`src/rtl/aes_round_ctrl.sv`:
```
// aes_round_ctrl: iterative AES encryption sequencer driving one external combinational round datapath.
// Optional macro AES_RC_KEY_WAIT_EN adds key_ready and a WAIT_KEY state between accept and INIT.
module aes_round_ctrl #(
    parameter int NR      = 10,
    parameter int ROUND_W = 4
) (
    input  logic               clk,
    input  logic               rst,
    input  logic               in_valid,
    output logic               in_ready,
    input  logic [127:0]       in_block,
    output logic [127:0]       dp_state,
    output logic [ROUND_W-1:0] dp_round,
    output logic [1:0]         dp_mode,
    input  logic [127:0]       dp_result,
    output logic               out_valid,
    input  logic               out_ready,
    output logic [127:0]       out_block,
`ifdef AES_RC_KEY_WAIT_EN
    input  logic               key_ready,
`endif
    output logic               busy
);

    typedef enum logic [2:0] {
        ST_IDLE,
        ST_INIT,
        ST_ROUND,
        ST_FINAL,
`ifdef AES_RC_KEY_WAIT_EN
        ST_WAIT_KEY,
`endif
        ST_DONE
    } state_e;

    localparam logic [ROUND_W-1:0] RND_FIRST     = ROUND_W'(1);
    localparam logic [ROUND_W-1:0] RND_LAST_FULL = ROUND_W'(NR - 1);
    localparam logic [ROUND_W-1:0] RND_FINAL     = ROUND_W'(NR);

    localparam logic [1:0] MODE_ARK   = 2'd0;
    localparam logic [1:0] MODE_FULL  = 2'd1;
    localparam logic [1:0] MODE_FINAL = 2'd2;

    state_e               fsm_q, fsm_d;
    logic [127:0]         blk_q, blk_d;
    logic [ROUND_W-1:0]   rnd_q, rnd_d;

    assign dp_state  = blk_q;
    assign out_block = blk_q;
    assign out_valid = (fsm_q == ST_DONE);

    always_comb begin
        fsm_d    = fsm_q;
        blk_d    = blk_q;
        rnd_d    = rnd_q;
        in_ready = 1'b0;
        busy     = 1'b0;
        dp_round = '0;
        dp_mode  = MODE_ARK;

        case (fsm_q)
            ST_IDLE: begin
                in_ready = 1'b1;
            end
`ifdef AES_RC_KEY_WAIT_EN
            ST_WAIT_KEY: begin
                busy = 1'b1;
                if (key_ready) begin
                    fsm_d = ST_INIT;
                end
            end
`endif
            ST_INIT: begin
                busy  = 1'b1;
                blk_d = dp_result;
                rnd_d = RND_FIRST;
                fsm_d = ST_ROUND;
            end
            ST_ROUND: begin
                busy     = 1'b1;
                dp_round = rnd_q;
                dp_mode  = MODE_FULL;
                blk_d    = dp_result;
                rnd_d    = rnd_q + ROUND_W'(1);
                if (rnd_q == RND_LAST_FULL) begin
                    fsm_d = ST_FINAL;
                end
            end
            ST_FINAL: begin
                busy     = 1'b1;
                dp_round = RND_FINAL;
                dp_mode  = MODE_FINAL;
                blk_d    = dp_result;
                fsm_d    = ST_DONE;
            end
            ST_DONE: begin
                // Ready to the source only when the sink drains this cycle.
                in_ready = out_ready;
                if (out_ready) begin
                    fsm_d = ST_IDLE;
                end
            end
            default: begin
                fsm_d = ST_IDLE;
            end
        endcase

        if (in_valid && in_ready) begin
            blk_d = in_block;
            rnd_d = '0;
`ifdef AES_RC_KEY_WAIT_EN
            fsm_d = ST_WAIT_KEY;
`else
            fsm_d = ST_INIT;
`endif
        end
    end

    always_ff @(posedge clk) begin
        if (rst) begin
            fsm_q <= ST_IDLE;
            blk_q <= '0;
            rnd_q <= '0;
        end else begin
            fsm_q <= fsm_d;
            blk_q <= blk_d;
            rnd_q <= rnd_d;
        end
    end

    // A backpressured result must stay put until the sink takes it.
    a_out_hold: assert property (@(posedge clk) disable iff (rst)
        (out_valid && !out_ready) |=> (out_valid && $stable(out_block)));

    a_round_max: assert property (@(posedge clk) disable iff (rst)
        dp_round <= RND_FINAL);

endmodule

```
`config.mk`:
```
export PLATFORM = sky130hd
export DESIGN_NAME = aes_round_ctrl
export DESIGN_NICKNAME = d
export VERILOG_FILES = /design/src/rtl/aes_round_ctrl.sv
export SDC_FILE = /design/constraint.sdc
export NUM_CORES = 1
export LEC_CHECK = 0
export ABC_AREA = 1
export CAP_MARGIN = 40
export CORE_AREA = 2 2 206 208
export CTS_CLUSTER_DIAMETER = 30
export DETAILED_ROUTE_END_ITERATION = 8
export DIE_AREA = 0 0 208 210
export REMOVE_ABC_BUFFERS = 1
export SETUP_SLACK_MARGIN = 0.02
export SLEW_MARGIN = 5
export SYNTH_ARGS = -nofsm -noshare
export SYNTH_HDL_FRONTEND = slang
export SYNTH_SLANG_ARGS = --single-unit
```
`constraint.sdc`:
```
create_clock -name clk -period 3.48 [get_ports clk]
set_clock_uncertainty 0.05 [all_clocks]
set_input_delay 0.522 -clock clk [delete_from_list [all_inputs] [get_ports clk]]
set_output_delay 0.522 -clock clk [all_outputs]
set_load 0.005 [all_outputs]
```
==> flow_summary.json <==
{
  "outcome": "finished clean",
  "post-place-ws_ps": 1082,
  "synth_area_um2": 8657,
  "h-tree-depth": 4,
  "r2r-start": "fsm_q[1]",
  "cts_resized": 0,
  "layout_worst_path_cycle_share": 0.8020,
  "layout_common_cells": "clkdlybuf4s50_1, nand2_1, nand3_1, inv_1, dfxtp_1",
  "path_class": "flip-flop to primary output",
  "power_density_nw_per_um2": 378.7,
  "dieArea_um2": 43680,
  "drtPass1Iterations": 5,
  "max_stage_delay_ps": 630,
  "dr.first_iter.drc_count": 740,
  "setup_viol": 0,
  "gr-total-overflow": 0,
  "totalWireLength_mm": 35.89,
  "cts-hold-fix-buffers": 0,
  "io_pins": 525,
  "synth-seq-cells": 135,
  "vias": 10120,
  "cap_viol_max_count": 0,
  "chipWidth_um": 208,
  "critical-path-slowest-cell": "buf_4",
  "grt_pass1_wl_mm": 54.52,
  "grt_max_degree": 70,
  "critical_path_buf_inv_count": 3,
  "grt_pass1_vias": 9501,
  "hold_viol": 0,
  "rows": 75,
  "hpwl_mm": 25.56,
  "cts_buffers": 17,
  "timing.rr.end": "dp_state[88]",
  "clk_latency_ps": 440,
  "core_area_um2": 41480,
  "initial_utilization": 0.2087,
  "antenna_found_initial": 0,
  "yosys_warnings": 0,
  "grt_setup_unrepaired": "no",
  "ir_drop_uv": 243.6,
  "r2r_cells": 7,
  "worst_pin_slew_ps": 871.9,
  "fmax_mhz": 358.3,
  "cp.depth": 4,
  "avgSynthCellArea_um2": 6.470,
  "io_buffer_count": 524,
  "period_needed_ps": 2791,
  "clkTransAtPathRegs_ps": 60,
  "cts.sinks": 135,
  "post_cts_buffers": 0,
  "crit_chain": "inv_4 -> buf_4 -> nor2_1 -> clkdlybuf4s50_1",
  "tritoncts": "yes",
  "fin_ws_ps": 689.0,
  "areaGrowthSynthToFinish_pct": 59.82,
  "worstPathMaxFanout": 68,
  "drv_slew": 0,
  "cts-root-buf": "clkbuf_16",
  "crit_required_ps": 2910,
  "layout_commonest_cell": "clkdlybuf4s50_1",
  "hold_path_class": "flip-flop to flip-flop",
  "rrSetupSlack_ps": 1500,
  "num_antenna_cells": 0,
  "gp_congestion": 0.8512,
  "ctsLongestPathBuffers": 2,
  "synth.distinct_cells": 19,
  "route.detailed.drc": 0,
  "cp_top_family": "buffers and inverters",
  "ant_nets": 0,
  "cp.arrival_ps": 2220,
  "drive_gt1_frac": 0.03730,
  "setup.worst_path.start": "fsm_q[2]",
  "synth_cells": 1338,
  "startpoint_type": "flip-flop",
  "viasPerCell": 4.600,
  "yosysSeqAreaShare": 0.3122,
  "worstSetupEndpoint": "out_valid",
  "crit_path_end_kind": "primary output",
  "hold_ws_ps": 435.7,
  "fp.dieH_um": 210,
  "grt_use_total": 0.1566,
  "power_leakage_nw": 5.899,
  "relSlewSlack": 0.4188,
  "avgRoutedWirePerCell_um": 16.31,
  "final_nets": 1912
}
==> power breakdown <==
group          total, mW  switching (mW)  leakage (nW)  internal, mW
Combinational       1.70           0.712          4.52         0.988
Sequential          1.87           0.163          1.12          1.71
Clock               1.67           0.710         0.256         0.961
==> worst reg2reg max path, cell delays in order, from the launching register on <==
cell and delay, ps:
dfxtp_1 440, inv_2 90, nand2_4 120, buf_4 570
nand3_1 350, nand2_1 140, nand2_1 50, a21oi_1 100
==> worst min path at each step <==
stage                  start  endpoint  slack, ps  cells after the start
detailed placement  rnd_q[3]  rnd_q[3]        440                      2
global route        rnd_q[3]  rnd_q[3]        470                      2
CTS                 rnd_q[3]  rnd_q[3]        440                      2
global placement    rnd_q[3]  rnd_q[3]        420                      2
floorplan           rnd_q[3]  rnd_q[3]        400                      2
finish              rnd_q[3]  rnd_q[3]        440                      2
==> per-layer routing <==
metal | share of wire | up-vias | global-route usage
met1 | 0.42 | 4687 | 0.1983
met4 | 0.024 | 0 | 0.05454
met2 | 0.49 | 458 | 0.2621
met3 | 0.063 | 45 | 0.03501
met5 | 0 | - | 0
li1 | - | 4934 | -
==> registers in the layout, summed over array words and instances (netlist names) <==
register / count
dp_state: 128
fsm_q: 3
rnd_q: 4
==> cells in the mapped netlist <==
cell / instances / area (um2)
o21ai_0: 2 / 10.01
clkbuf_1: 42 / 157.7
nand3_2: 1 / 10.01
buf_2: 75 / 375.4
dfxtp_1: 135 / 2703
nor2_2: 1 / 6.260
nand3_1: 263 / 1316
buf_4: 130 / 975.9
nand2_2: 1 / 6.260
a21oi_1: 134 / 670.6
nor2_1: 6 / 22.52
inv_2: 3 / 11.26
nand4_1: 129 / 807.0
nor3_1: 1 / 5.000
nand2_1: 266 / 998.5
or2_2: 2 / 12.51
ha_1: 2 / 25.02
inv_1: 138 / 518.0
buf_1: 7 / 26.28
==> kinds of logic after synthesis <==
logic type	Yosys count	synth area share
and+or+nand+nor	670	0.3678
buffers and inverters	395	0.2385
AOI/OAI and AO/OA	136	0.07862
DFF	135	0.3122
adders and majority gates	2	0.002890
==> through the flow <==
step	power, mW	area, um2	util	setup TNS [ps]	instances
4_1_cts	5.318	13840	0.3336	0	2201
3_3_place_gp	3.595	13310	0.3208	0	2170
2_1_floorplan	2.460	7122	-	-515970	1084
6_report	5.240	13840	0.3336	0	2201
5_1_grt	5.557	13840	0.3336	0	2201
3_5_place_dp	3.610	13310	0.3208	0	2170
==> cell type report <==
class | instances | area [um2]
fill | 4409 | 27640
timing repair buffer | 547 | 5475
multi-input combinational | 808 | 3923
sequential | 135 | 2703
tap | 539 | 674.4
inverter | 141 | 531.8
clock buffer | 24 | 481.7
clock inverter | 7 | 47.55
(Power assumes the default switching activity.)
==> RTL edit (config.mk and constraints unchanged) <==
The option `AES_RC_KEY_WAIT_EN` is turned on by a define.
--- a/src/rtl/aes_round_ctrl.sv
+++ b/src/rtl/aes_round_ctrl.sv
@@ -1,5 +1,7 @@
 // aes_round_ctrl: iterative AES encryption sequencer driving one external combinational round datapath.
 // Optional macro AES_RC_KEY_WAIT_EN adds key_ready and a WAIT_KEY state between accept and INIT.
+`define AES_RC_KEY_WAIT_EN
+
 module aes_round_ctrl #(
     parameter int NR      = 10,
     parameter int ROUND_W = 4
Ports: changed (added key_ready); port bits go from 525 to 526. The function was not compared with the original's and may differ.
==> RTL edit against the unedited design <==
- core utilization fell by 0.65 points
- final area fell by 1.9%
- via count fell by 6.7%
- global-route usage fell by 1.2 points
- worst setup slack improved by 0.21 ns
- sequential cell count did not move
- power rose by 0.12%
- synthesized area fell by 4.8%
- wire length fell by 8.8%
- register-to-register slack got worse by 0.09 ns
- largest power group is now the clock network
==> RTL edit: results (changes against the unedited design) <==
| Metric | Value |
|---|---|
| # nets final | 1910 (-0.10%) |
| Pre-Repair DR Iteration Count | 5 (unchanged) |
| Peak VDD IR | 255 uV (+4.9%) |
| Vias in the first global route | 9047 (-4.8%) |
| Hold EP | dp_state[22]$_SDFFE_PP0P_ |
| Sequential area share after synthesis | 0.328 (+0.0156) |
| Slew Limit Headroom | 0.468 (+0.0490) |
| Worst hold path class | input port to flop |
| Tcrit/Tclk final | 0.741 (-0.0605) |
| Critical R2R Capture | dp_state[20]$_SDFFE_PP0P_ |
| GPL Wtd Cong | 0.875 (+2.7%) |
| Placed cell area | 12900 um^2 (-2.9%) |
| Hold Crit Start | rst |
| Largest net degree at the start of global routing | 139 (+99%) |
| DP HPWL | 23.3 mm (-8.7%) |
| Post-Route WL | 32.7 mm (-8.8%) |
| R2R setup slack | 1.41 ns (-0.09 ns) |
| Worst slack, placed | 0.954 ns (-0.127 ns) |
| Lkg Pwr | 0.00583 uW (-1.2%) |
| Port bufs | 525 (+0.19%) |
| Vias | 9444 (-6.7%) |
| Clock Tree Buf Depth | 2 (unchanged) |
| Worst setup path end | dp_round[0] |
| Top cells by area, synth | dfxtp_1 33%, nand2_1 18%, nand3_1 16%, buf_4 12%, a21oi_1 8.1% |
| GRT Overall Usage | 0.144 (-0.0125) |
| Run status | finished, final reports clean |
| CP max FO | 6 (-91%) |
| Synth Flop Type | dfxtp_1 |
| 1st-iter DRT viols | 542 (-27%) |
| Synth top cells by count | 396 x nand2_1, 263 x nand3_1, 142 x inv_1 |
| Syn_area_per_cell | 6.26 um^2 (-3.2%) |
| Global-route wire length before repair | 50.1 mm (-8.0%) |
| Clk pin slew, worst setup/hold paths | 0.06 ns (about the same) |
| Worst EP arrival | 2.01 ns (-0.21 ns) |
| Routed len/inst | 14.9 um (-8.7%) |
| Share of layout cells above drive strength 1 | 0.0307 (-0.00656) |
| FILL cells | 4479 (+1.6%) |
==> RTL edit: layer usage <==
layer	vias up	GRT usage	share of wire
met1	4364	0.180	0.43
met3	31	0.0325	0.058
met5	-	0	0
met4	0	0.0460	0.017
met2	366	0.246	0.49
li1	4683	-	-
==> RTL edit: cells by family after synthesis <==
| kind of cell | count (synthesis) | synth area share |
|---|---|---|
| simple gates | 673 | 0.348 |
| buf+inv | 369 | 0.237 |
| compound gates | 138 | 0.0839 |
| flops | 135 | 0.328 |
| fa+ha+maj | 2 | 0.00303 |
==> RTL edit: cell type report <==
| type | instances | area, um^2 | area share |
|---|---|---|---|
| clock buffer | 19 | 443 | 0.0326 |
| tap | 539 | 674 | 0.0497 |
| clock inverter | 12 | 201 | 0.0148 |
| multi-input combinational | 813 | 3610 | 0.266 |
| inverter | 143 | 539 | 0.0397 |
| antenna | 1 | 2.50 | 0.000184 |
| sequential | 135 | 2700 | 0.199 |
| timing repair buffer | 537 | 5390 | 0.397 |
==> RTL edit: per-stage QoR <==
stage / hold WS (ns) / TNS [ns] / utilization
after global routing: 0.392 / 0 / 0.327
after floorplan: 0.420 / -650.56 / -
final: 0.403 / 0 / 0.327
after detailed placement: 0.443 / 0 / 0.312
after global placement: 0.434 / 0 / 0.312
after CTS: 0.374 / 0 / 0.327
==> RTL edit: power by group <==
part | switching (uW) | internal, uW | leakage, uW | total (uW)
clock | 754 | 1290 | 0.000309 | 2040
sequential | 140 | 1680 | 0.00112 | 1820
combinational | 530 | 851 | 0.00440 | 1380
total | 1420 | 3820 | 0.00583 | 5250
==> RTL edit: critical path, cell delays in order, from the launching register on <==
cell	delay (ns)
dfxtp_1	0.38
inv_1	0.15
nand3_1	0.20
nor2_1	0.28
clkdlybuf4s50_1	0.58
